<file path="config.mk">
export PLATFORM = sky130hd
export DESIGN_NAME = dmem_arbiter_flat
export DESIGN_NICKNAME = d
export VERILOG_FILES = /design/src/rtl/dmem_arbiter_if.sv /design/src/rtl/dmem_arbiter.sv /design/src/flat_wrapper.sv
export SDC_FILE = /design/constraint.sdc
export NUM_CORES = 1
export LEC_CHECK = 0
export ABC_AREA = 1
export CORE_AREA = 8 8 110 112
export CTS_CLUSTER_DIAMETER = 50
export DETAILED_ROUTE_END_ITERATION = 16
export DIE_AREA = 0 0 118 120
export GPL_TIMING_DRIVEN = 0
export HOLD_SLACK_MARGIN = 0.06
export MAX_ROUTING_LAYER = met4
export PLACE_DENSITY = 0.79
export SYNTH_ARGS = -nofsm -noshare
export SYNTH_HDL_FRONTEND = slang
export SYNTH_SLANG_ARGS = --single-unit
</file>
<file path="constraint.sdc">
create_clock -name clk -period 1.5 [get_ports clk]
set_input_delay 0.45 -clock clk [delete_from_list [all_inputs] [get_ports clk]]
set_output_delay 0.45 -clock clk [all_outputs]
set_load 0.05 [all_outputs]
</file>
<file path="src/rtl/dmem_arbiter_if.sv">
// Bus bundle between the core load/store path, the loader and the data memory.
// The arbiter connects through the slave modport; the environment uses master.
interface dmem_arbiter_if #(
    parameter int ADDR_W = 32,
    parameter int DATA_W = 32
);
    logic              core_rd;
    logic              core_wr;
    logic [ADDR_W-1:0] core_addr;
    logic [DATA_W-1:0] core_wdata;
    logic [DATA_W-1:0] core_rdata;
    logic              core_stall;

    logic              ld_req;
    logic              ld_wr;
    logic              ld_last;
    logic [ADDR_W-1:0] ld_addr;
    logic [DATA_W-1:0] ld_wdata;
    logic              ld_gnt;
    logic [DATA_W-1:0] ld_rdata;
    logic              ld_valid;

    logic              mem_rd;
    logic              mem_wr;
    logic [ADDR_W-1:0] mem_addr;
    logic [DATA_W-1:0] mem_wdata;
    logic [DATA_W-1:0] mem_rdata;

    modport slave (
        input  core_rd, core_wr, core_addr, core_wdata,
        output core_rdata, core_stall,
        input  ld_req, ld_wr, ld_last, ld_addr, ld_wdata,
        output ld_gnt, ld_rdata, ld_valid,
        output mem_rd, mem_wr, mem_addr, mem_wdata,
        input  mem_rdata
    );

    modport master (
        output core_rd, core_wr, core_addr, core_wdata,
        input  core_rdata, core_stall,
        output ld_req, ld_wr, ld_last, ld_addr, ld_wdata,
        input  ld_gnt, ld_rdata, ld_valid,
        input  mem_rd, mem_wr, mem_addr, mem_wdata,
        output mem_rdata
    );
endinterface

</file>
<file path="src/rtl/dmem_arbiter.sv">
// Data memory arbiter: the core owns the port by default; the loader takes it on
// core-idle cycles or after MAX_WAIT denied cycles, for at most MAX_BURST beats.
module dmem_arbiter #(
    parameter int ADDR_W    = 32,
    parameter int DATA_W    = 32,
    parameter int MAX_WAIT  = 4,
    parameter int MAX_BURST = 8
) (
    input logic           clk,
    input logic           rst,
    dmem_arbiter_if.slave bus
);
    localparam int WAIT_W  = (MAX_WAIT  > 1) ? $clog2(MAX_WAIT)  : 1;
    localparam int BEAT_W  = (MAX_BURST > 1) ? $clog2(MAX_BURST) : 1;
    localparam logic [WAIT_W-1:0] WAIT_LAST = WAIT_W'(MAX_WAIT - 1);
    localparam logic [BEAT_W-1:0] BEAT_LAST = BEAT_W'(MAX_BURST - 1);

    typedef enum logic {
        CORE,
        LD
    } state_t;

    state_t            state_q;
    logic [WAIT_W-1:0] wait_q;
    logic [BEAT_W-1:0] beat_q;
    logic [DATA_W-1:0] ld_rdata_q;
    logic              ld_valid_q;

    logic              core_busy;
    logic              ld_eligible;
    logic              ld_read;
    logic              burst_end;

    logic              sel_rd;
    logic              sel_wr;
    logic [ADDR_W-1:0] sel_addr;
    logic [DATA_W-1:0] sel_wdata;
    logic [DATA_W-1:0] core_rdata_d;
    logic              stall_d;
    logic              gnt_d;

    assign core_busy   = bus.core_rd | bus.core_wr;
    // A starved loader forces its way in once the wait counter reaches its limit.
    assign ld_eligible = bus.ld_req & (~core_busy | (wait_q == WAIT_LAST));
    assign ld_read     = bus.ld_req & ~bus.ld_wr;
    assign burst_end   = ~bus.ld_req | bus.ld_last | (beat_q == BEAT_LAST);

    // NOTE: state uses non-blocking assignments so every flop samples pre-edge values.
    always_ff @(posedge clk or negedge rst) begin
        if (!rst) begin
            state_q    <= CORE;
            wait_q     <= '0;
            beat_q     <= '0;
            ld_rdata_q <= '0;
            ld_valid_q <= 1'b0;
        end else begin
            case (state_q)
                CORE: begin
                    ld_valid_q <= 1'b0;
                    if (ld_eligible) begin
                        state_q <= LD;
                        wait_q  <= '0;
                        beat_q  <= '0;
                    end else if (bus.ld_req) begin
                        if (wait_q != WAIT_LAST) wait_q <= wait_q + 1'b1;
                    end else begin
                        wait_q <= '0;
                    end
                end
                LD: begin
                    ld_valid_q <= ld_read;
                    if (ld_read) ld_rdata_q <= bus.mem_rdata;
                    // Leaving LD always passes through at least one CORE cycle.
                    if (burst_end) begin
                        state_q <= CORE;
                        beat_q  <= '0;
                    end else begin
                        beat_q <= beat_q + 1'b1;
                    end
                end
                default: state_q <= CORE;
            endcase
        end
    end

    // NOTE: every signal is defaulted before the state override, so no latch is inferred.
    always_comb begin
        sel_rd       = bus.core_rd;
        sel_wr       = bus.core_wr;
        sel_addr     = bus.core_addr;
        sel_wdata    = bus.core_wdata;
        core_rdata_d = bus.mem_rdata;
        stall_d      = 1'b0;
        gnt_d        = 1'b0;
        if (state_q == LD) begin
            sel_rd       = ld_read;
            sel_wr       = bus.ld_req & bus.ld_wr;
            sel_addr     = bus.ld_addr;
            sel_wdata    = bus.ld_wdata;
            core_rdata_d = '0;
            stall_d      = core_busy;
            gnt_d        = bus.ld_req;
        end
    end

    assign bus.mem_rd     = sel_rd;
    // Writes are suppressed for as long as reset is held.
    assign bus.mem_wr     = sel_wr & rst;
    assign bus.mem_addr   = sel_addr;
    assign bus.mem_wdata  = sel_wdata;
    assign bus.core_rdata = core_rdata_d;
    assign bus.core_stall = stall_d;
    assign bus.ld_gnt     = gnt_d;
    assign bus.ld_rdata   = ld_rdata_q;
    assign bus.ld_valid   = ld_valid_q;
endmodule

</file>
<file path="src/flat_wrapper.sv">
// flat-port wrapper written by rule: the top's interface ports become plain ports
module dmem_arbiter_flat 
#(
    parameter int ADDR_W    = 32,
    parameter int DATA_W    = 32,
    parameter int MAX_WAIT  = 4,
    parameter int MAX_BURST = 8
)
  (clk, rst, bus_core_rd, bus_core_wr, bus_core_addr, bus_core_wdata, bus_core_rdata, bus_core_stall, bus_ld_req, bus_ld_wr, bus_ld_last, bus_ld_addr, bus_ld_wdata, bus_ld_gnt, bus_ld_rdata, bus_ld_valid, bus_mem_rd, bus_mem_wr, bus_mem_addr, bus_mem_wdata, bus_mem_rdata);
  dmem_arbiter_if #(.ADDR_W(ADDR_W), .DATA_W(DATA_W)) bus_i ();
  input logic clk;
  input logic rst;
  input wire logic [$bits(bus_i.core_rd)-1:0] bus_core_rd;
  input wire logic [$bits(bus_i.core_wr)-1:0] bus_core_wr;
  input wire logic [$bits(bus_i.core_addr)-1:0] bus_core_addr;
  input wire logic [$bits(bus_i.core_wdata)-1:0] bus_core_wdata;
  output wire logic [$bits(bus_i.core_rdata)-1:0] bus_core_rdata;
  output wire logic [$bits(bus_i.core_stall)-1:0] bus_core_stall;
  input wire logic [$bits(bus_i.ld_req)-1:0] bus_ld_req;
  input wire logic [$bits(bus_i.ld_wr)-1:0] bus_ld_wr;
  input wire logic [$bits(bus_i.ld_last)-1:0] bus_ld_last;
  input wire logic [$bits(bus_i.ld_addr)-1:0] bus_ld_addr;
  input wire logic [$bits(bus_i.ld_wdata)-1:0] bus_ld_wdata;
  output wire logic [$bits(bus_i.ld_gnt)-1:0] bus_ld_gnt;
  output wire logic [$bits(bus_i.ld_rdata)-1:0] bus_ld_rdata;
  output wire logic [$bits(bus_i.ld_valid)-1:0] bus_ld_valid;
  output wire logic [$bits(bus_i.mem_rd)-1:0] bus_mem_rd;
  output wire logic [$bits(bus_i.mem_wr)-1:0] bus_mem_wr;
  output wire logic [$bits(bus_i.mem_addr)-1:0] bus_mem_addr;
  output wire logic [$bits(bus_i.mem_wdata)-1:0] bus_mem_wdata;
  input wire logic [$bits(bus_i.mem_rdata)-1:0] bus_mem_rdata;
  assign bus_i.core_rd = bus_core_rd;
  assign bus_i.core_wr = bus_core_wr;
  assign bus_i.core_addr = bus_core_addr;
  assign bus_i.core_wdata = bus_core_wdata;
  assign bus_core_rdata = bus_i.core_rdata;
  assign bus_core_stall = bus_i.core_stall;
  assign bus_i.ld_req = bus_ld_req;
  assign bus_i.ld_wr = bus_ld_wr;
  assign bus_i.ld_last = bus_ld_last;
  assign bus_i.ld_addr = bus_ld_addr;
  assign bus_i.ld_wdata = bus_ld_wdata;
  assign bus_ld_gnt = bus_i.ld_gnt;
  assign bus_ld_rdata = bus_i.ld_rdata;
  assign bus_ld_valid = bus_i.ld_valid;
  assign bus_mem_rd = bus_i.mem_rd;
  assign bus_mem_wr = bus_i.mem_wr;
  assign bus_mem_addr = bus_i.mem_addr;
  assign bus_mem_wdata = bus_i.mem_wdata;
  assign bus_i.mem_rdata = bus_mem_rdata;
  dmem_arbiter #(.ADDR_W(ADDR_W), .DATA_W(DATA_W), .MAX_WAIT(MAX_WAIT), .MAX_BURST(MAX_BURST)) u_core (.clk(clk), .rst(rst), .bus(bus_i));
endmodule
</file>
==> impl_metrics.tcl, run 1 <==
set metrics [dict create \
    status "finished with violations" \
    violations "setup timing" \
    portBuffers 299 \
    area_growth_syn_to_layout_pct 155 \
    core_area_um2 10500 \
    hold_viol_final 0 \
    use_met3_pct 6.20 \
    synthDistinctLibCells 19 \
    first_pass_iters 5 \
    ant_nets 0 \
    clockBufferDepth 2 \
    fp.dieArea_um2 14200 \
    grt_pass1_vias 3906 \
    syn_area_um2 2550 \
    numCtsBuffers 5 \
    drtIter0Drc 245 \
    setup_ws_ps -351 \
    drv_cap 0 \
    synth-seq-cells 39 \
    rsz0062_at_grt "yes" \
    clk_latency_ps 290 \
    critPathKind "primary input to output pin" \
    critPathMaxFanout 3 \
    antenna_found_initial 2 \
    stdcell_count 874 \
    power_density_nw_per_um2 1130 \
    crit_path_end_kind "output pin" \
    final_layout_size_suffix_gt1_share_pct 37.4 \
    cp.arrival_ps 1400 \
    h-tree-depth 2 \
    peakVddDrop_mv 0.835 \
    grt_busiest_layer "met2" \
    worstSetupStartpointType "primary input" \
    synth_nets 594 \
    gr-total-overflow 0 \
    fin_tns_setup_ps -29840 \
    drc 0 \
    ys_warn_count 0 \
    syn_inst 424 \
    finalSetupViolCount 100 \
    hpwl_mm 12.6 \
    grt_pass1_wl_mm 22.9 \
    dp.cells 863 \
    initial_core_util_pct 24.3 \
    skew_ps 12.1 \
    globalRouteMet1Util_pct 22.9 \
    pre_cts_ws_ps -1440 \
    hp-class "primary input to async pin" \
    period_minus_slack_ps 1850 \
    grt.total_usage_pct 21.0 \
    cts_tree "done" \
    postLayoutCellArea_um2 6520 \
    drt_wl_total_mm 15.3 \
    syn_area_per_cell_um2 6.01 \
    die_height_um 120 \
    grt_max_degree 41 \
    viasPerCell 4.40 \
    required_ps 1050 \
    met2_usage_pct 37.0 \
    die_x_um 118 \
    tightestPinTransition_ps 512 \
    finalWeightedCongestion 0.912 \
    vias 3847 \
    fmaxAchievable_ghz 0.540 \
    ioPinCount 300 \
    wl_per_cell_um 17.5 \
    root_buffer "clkbuf_8" \
    period_share_pct 123 \
    clk_pin_slew_ps 70 \
    cts_sinks 39 \
    postPlaceCellArea_um2 6140 \
    core.rowCount 38 \
    p_leak_nw 3.25 \
    hold_slack_ps 132 \
    ys_seq_area_share_pct 38.3 \
    final_nets 902 \
    slew_violations 0 \
    slew-limit-headroom_pct 65.9 \
]
## path summary, 6_finish.rpt
check | start | end | slack, ps | cells past startpoint
setup / recovery | bus_ld_wr | bus_mem_rd | -350 | 6
hold / removal | rst | u_core.bus.ld_valid$_DFF_PN0_ | 130 | 1
setup reg to reg | u_core.beat_q[0]$_DFFE_PN0P_ | u_core.beat_q[2]$_DFFE_PN0P_ | 140 | 5
hold reg to reg | u_core.bus.ld_rdata[16]$_DFFE_PN0P_ | u_core.bus.ld_rdata[16]$_DFFE_PN0P_ | 480 | 2
max in group asynchronous | rst | u_core.state_q$_DFF_PN0_ | 980 | 1
min in group clk | u_core.bus.ld_rdata[16]$_DFFE_PN0P_ | u_core.bus.ld_rdata[16]$_DFFE_PN0P_ | 480 | 2
## critical path, stage by stage
cell and delay, ps:
clkdlybuf4s50_1 450, inv_1 60, nand2_2 90, clkbuf_8 140, o21ai_4 50, buf_8 150
## metal layers
metal / up-vias / share of wire (%) / routed length (µm)
met4: 0 / 1.3 / 204
met5: - / 0 / 0
li1: 1882 / - / -
met2: 179 / 53 / 8160
met1: 1775 / 38 / 5760
met3: 11 / 7.7 / 1180
## through the flow
step	utilization, %	power, W
2_1_floorplan	-	0.00454
3_3_place_gp	58.5	0.00640
3_5_place_dp	58.4	0.00647
4_1_cts	62.0	0.00744
5_1_grt	62.0	0.00766
6_report	62.0	0.00734
## synth_stat cells
library cell,n,share of area [%]
nand2_1,237,35
inv_1,40,5.9
dfrtp_1,39,38
nor2_1,33,4.9
o21ai_1,30,5.9
buf_2,13,2.6
clkbuf_1,8,1.2
nand3_1,5,0.98
o21ai_0,4,0.79
buf_6,3,1.3
ha_1,3,1.5
inv_2,2,0.29
a21oi_1,1,0.20
and2_1,1,0.25
clkbuf_2,1,0.20
nand2_2,1,0.25
nor3_1,1,0.20
o21bai_1,1,0.29
o22ai_1,1,0.25
## sequential cells by signal, indices dropped and copies added, names as in the netlist
signal / cells
u_core.wait_q: 2
u_core.bus.ld_rdata: 32
u_core.state_q: 1
u_core.bus.ld_valid: 1
u_core.beat_q: 3
## repair_timing
| action | 4_1_cts | 5_1_grt |
|---|---|---|
| pin swaps | 3 | 0 |
| setup buffers | 1 | 1 |
| setup endpoints to repair | 159 | 131 |
| hold buffers | 0 | 0 |
| gates resized for setup | 845 | 111 |
## cell families (layout without fill, tap and decap cells)
kind of cell / Yosys count / count (layout) / share of synthesized area [%]
AO/OA/AOI/OAI: 37 / 37 / 7.41
buffers and inverters: 67 / 375 / 11.4
other: 0 / 2 / 0
adder cells (fa/ha/maj): 3 / 3 / 1.47
AND/OR/NAND/NOR: 278 / 278 / 41.4
flip-flops: 39 / 39 / 38.3
## report_power, final
| part | switching, W | internal, W |
|---|---|---|
| sequential | 0.000172 | 0.00136 |
| clock | 0.000361 | 0.000488 |
| combinational | 0.00328 | 0.00168 |
## cell usage in the layout (no fill, tap or decap), types with 2 or more instances in the layout
cell and count:
nor2_4 31, diode_2 2, inv_2 2, clkbuf_8 9
o21ai_0 3, buf_2 35, buf_4 7, clkdlybuf4s50_1 162
ha_1 3, buf_8 37, nand2_2 67, buf_12 3
nand3_1 5, o21ai_1 30, dlygate4sd2_1 2, buf_6 73
dfrtp_1 38, inv_1 38, nand2_1 171
## layout make-up
type / count / area, µm²
plain buffers: 25 / 325
inverters: 42 / 165
well taps: 140 / 175
multi-input cells: 318 / 1710
repair buffers: 301 / 3060
fillers: 924 / 3990
clock buffers: 6 / 72.6
flip-flops and latches: 39 / 977
diodes: 2 / 5.00
clock inverters: 1 / 30.0
No activity file was read; power rests on OpenSTA's default activity.
==> run 2: changes to the inputs <==
CORE_AREA = 8 8 109 111   (was 8 8 110 112)
DIE_AREA = 0 0 117 119   (was 0 0 118 120)
PLACE_DENSITY = 0.81   (was 0.79)
clock period = 2.3 ns   (was 1.5 ns; I/O delays follow)
==> run 2 against run 1 <==
Effect of this change:
- utilization is 7.2 points lower
- die area is 1.7% lower
- critical endpoint is now bus_core_rdata[26]
- worst hold slack better by 240 ps
- via count is 2.4% lower
- the run now ends clean
- global-route usage is 0.43 points higher
- critical path type unchanged
- largest cell class unchanged
- count of clock-buffer cells in the layout stayed put
- register-to-register slack better by 760 ps
- critical path depth is 2 lower
- sequential power is 35% lower
==> impl_metrics.tcl, run 2 (same netlist as run 1, synthesis figures left out) <==
set metrics [dict create \
    final_common_cell "nand2_1" \
    peakVddDrop_mv 0.478 \
    portBuffers 299 \
    p_sw_w 0.00237 \
    required_ps 1610 \
    wl_met1_mm 5.48 \
    switching_share_pct 51.0 \
    drc 0 \
    stdcell_count 866 \
    final_layout_size_suffix_gt1_share_pct 19.3 \
    grt_max_degree 41 \
    dp.cells 859 \
    hold_viol_final 0 \
    met3WireLength_mm 1.40 \
    vias 3755 \
    area_growth_syn_to_layout_pct 117 \
    fin_total_pwr_w 0.00464 \
    clk_pin_slew_ps 80 \
    clockPowerShare_pct 14.6 \
    clk_latency_ps 280 \
    clockBufferDepth 2 \
    final_cell_mix "nand2_1 (236), clkdlybuf4s50_1 (194), buf_2 (62)" \
    skew_ps 6.90 \
    grt.total_usage_pct 21.4 \
    wl_per_cell_um 17.9 \
    n_fill_cell 987 \
    core.rowCount 37 \
    finalSetupViolCount 0 \
    die_x_um 117 \
    fp.dieArea_um2 13900 \
    crit_chain "clkdlybuf4s50_1, inv_1, nor2_1, buf_2" \
    drv_cap 0 \
    power_density_nw_per_um2 838 \
    die_height_um 119 \
    p_int_w 0.00227 \
    ioPinCount 300 \
    slowest_stage "clkdlybuf4s50_1" \
    gr-total-overflow 0 \
    period_share_pct 99.7 \
    ant_nets 0 \
    cts_sinks 39 \
    cp.arrival_ps 1600 \
    p_leak_nw 2.97 \
    post-cts-setup-buffers 0 \
    combPwrFrac_pct 63.7 \
    hp-class "primary input to async pin" \
    grt_pass1_wl_mm 22.3 \
    numCtsBuffers 5 \
    first_pass_iters 4 \
    cts_tree "done" \
    antenna_found_initial 0 \
    drtIter0Drc 196 \
    root_buffer "clkbuf_8" \
    slew-limit-headroom_pct 63.6 \
    grt_pass1_vias 3828 \
    status "finished clean" \
    pwr-share-seq_pct 21.6 \
    rsz0062_at_grt "no" \
    initial_core_util_pct 25.3 \
    critPathMaxFanout 2 \
    setup_ws_ps 6.68 \
    diodes 0 \
    slew_violations 0 \
    cp_top_family "buffers and inverters" \
    finalWeightedCongestion 0.935 \
    highest_layer "met4" \
    final_nets 899 \
    h-tree-depth 2 \
    hpwl_mm 13.3 \
    largest_reg_flops 32 \
    pre_cts_ws_ps -1100 \
    slowest_delay_ps 460 \
    tightestPinTransition_ps 545 \
    drt_wl_total_mm 15.5 \
    crit_path_end_kind "output pin" \
    wl_met2_mm 8.33 \
    viasPerCell 4.34 \
    core_area_um2 10100 \
    fmaxAchievable_ghz 0.436 \
    critPathKind "primary input to output pin" \
    path_buf_inv 3 \
    period_minus_slack_ps 2290 \
    worstSetupStartpointType "primary input" \
    hold_buffers 0 \
]
==> run 2: cell types whose count changed in the layout (fill, tap and decap cells not counted), moves of 3 or more <==
| cell | before | now |
|---|---|---|
| nor2_4 | 31 | 0 |
| buf_12 | 3 | 0 |
| buf_6 | 73 | 7 |
| nand2_1 | 171 | 236 |
| clkbuf_8 | 9 | 5 |
| clkdlybuf4s50_1 | 162 | 194 |
| buf_4 | 7 | 25 |
| buf_2 | 35 | 62 |
| buf_8 | 37 | 0 |
| nand2_2 | 67 | 1 |
| nor2_1 | 1 | 33 |
| clkbuf_4 | 1 | 30 |
==> run 2: final cells by class <==
class                      count  area [µm²]  share of cell area [%]
buffer                        24         170                    3.07
clock inverter                 2        60.1                    1.08
timing repair buffer         299        2620                    47.3
sequential                    39         977                    17.7
inverter                      42         160                    2.89
multi-input combinational    318        1310                    23.6
clock buffer                   6        72.6                    1.31
tap                          136         170                    3.07
==> run 2: what timing repair did <==
item	4_1_cts	5_1_grt
pin swaps	1	1
gates resized for setup	545	48
endpoints found under the setup margin	100	69
==> run 2: worst paths after layout <==
check                                                         from                                  end  slack, ps  cells past startpoint
worst max-delay path                             bus_mem_rdata[26]                   bus_core_rdata[26]          7                      4
max in group asynchronous                                      rst             u_core.state_q$_DFF_PN0_       1530                      1
min in group clk                u_core.bus.ld_rdata[5]$_DFFE_PN0P_   u_core.bus.ld_rdata[5]$_DFFE_PN0P_        490                      2
worst max register to register        u_core.beat_q[0]$_DFFE_PN0P_         u_core.beat_q[2]$_DFFE_PN0P_        900                      5
worst min-delay path                                           rst  u_core.bus.ld_rdata[30]$_DFFE_PN0P_        370                      1
worst min register to register  u_core.bus.ld_rdata[5]$_DFFE_PN0P_   u_core.bus.ld_rdata[5]$_DFFE_PN0P_        490                      2
==> run 2: metal layers <==
| metal | vias to the layer above | GRT usage, % |
|---|---|---|
| met1 | 1719 | 21.4 |
| li1 | 1875 | - |
| met2 | 145 | 39.7 |
| met5 | - | - |
| met3 | 16 | 5.96 |
| met4 | 0 | 4.80 |
==> run 2: metrics by stage <==
step / setup TNS (ps) / utilization, % / hold slack, ps / area (µm²)
after floorplan: 0 / - / 394 / 2550
after global placement: -65590 / 56.6 / 468 / 5720
after detailed placement: -50020 / 56.6 / 478 / 5710
after CTS: -0.436 / 53.9 / 380 / 5440
after global routing: 0 / 54.8 / 401 / 5540
final: 0 / 54.8 / 371 / 5540
==> run 2: worst register-to-register path, delay by kind of cell (launching register included) <==
| family | cells | cell delay [ps] |
|---|---|---|
| adders and majority gates | 2 | 390 |
| DFF | 1 | 400 |
| and+or+nand+nor | 3 | 540 |
==> run 2: power by group through the flow <==
stage	combinational (W)	clock, W	sequential (W)
2_1_floorplan	0.00113	0	0.00169
3_3_place_gp	0.00304	0	0.00100
3_5_place_dp	0.00308	0	0.00102
4_1_cts	0.00294	0.000698	0.00100
5_1_grt	0.00310	0.000723	0.00103
6_report	0.00296	0.000678	0.00100
==> run 3: changes to the inputs <==
CAP_MARGIN = 25   (was not set)
==> results of run 3 <==
No change in the layout: final DEF, timing and power equal those of run 2.
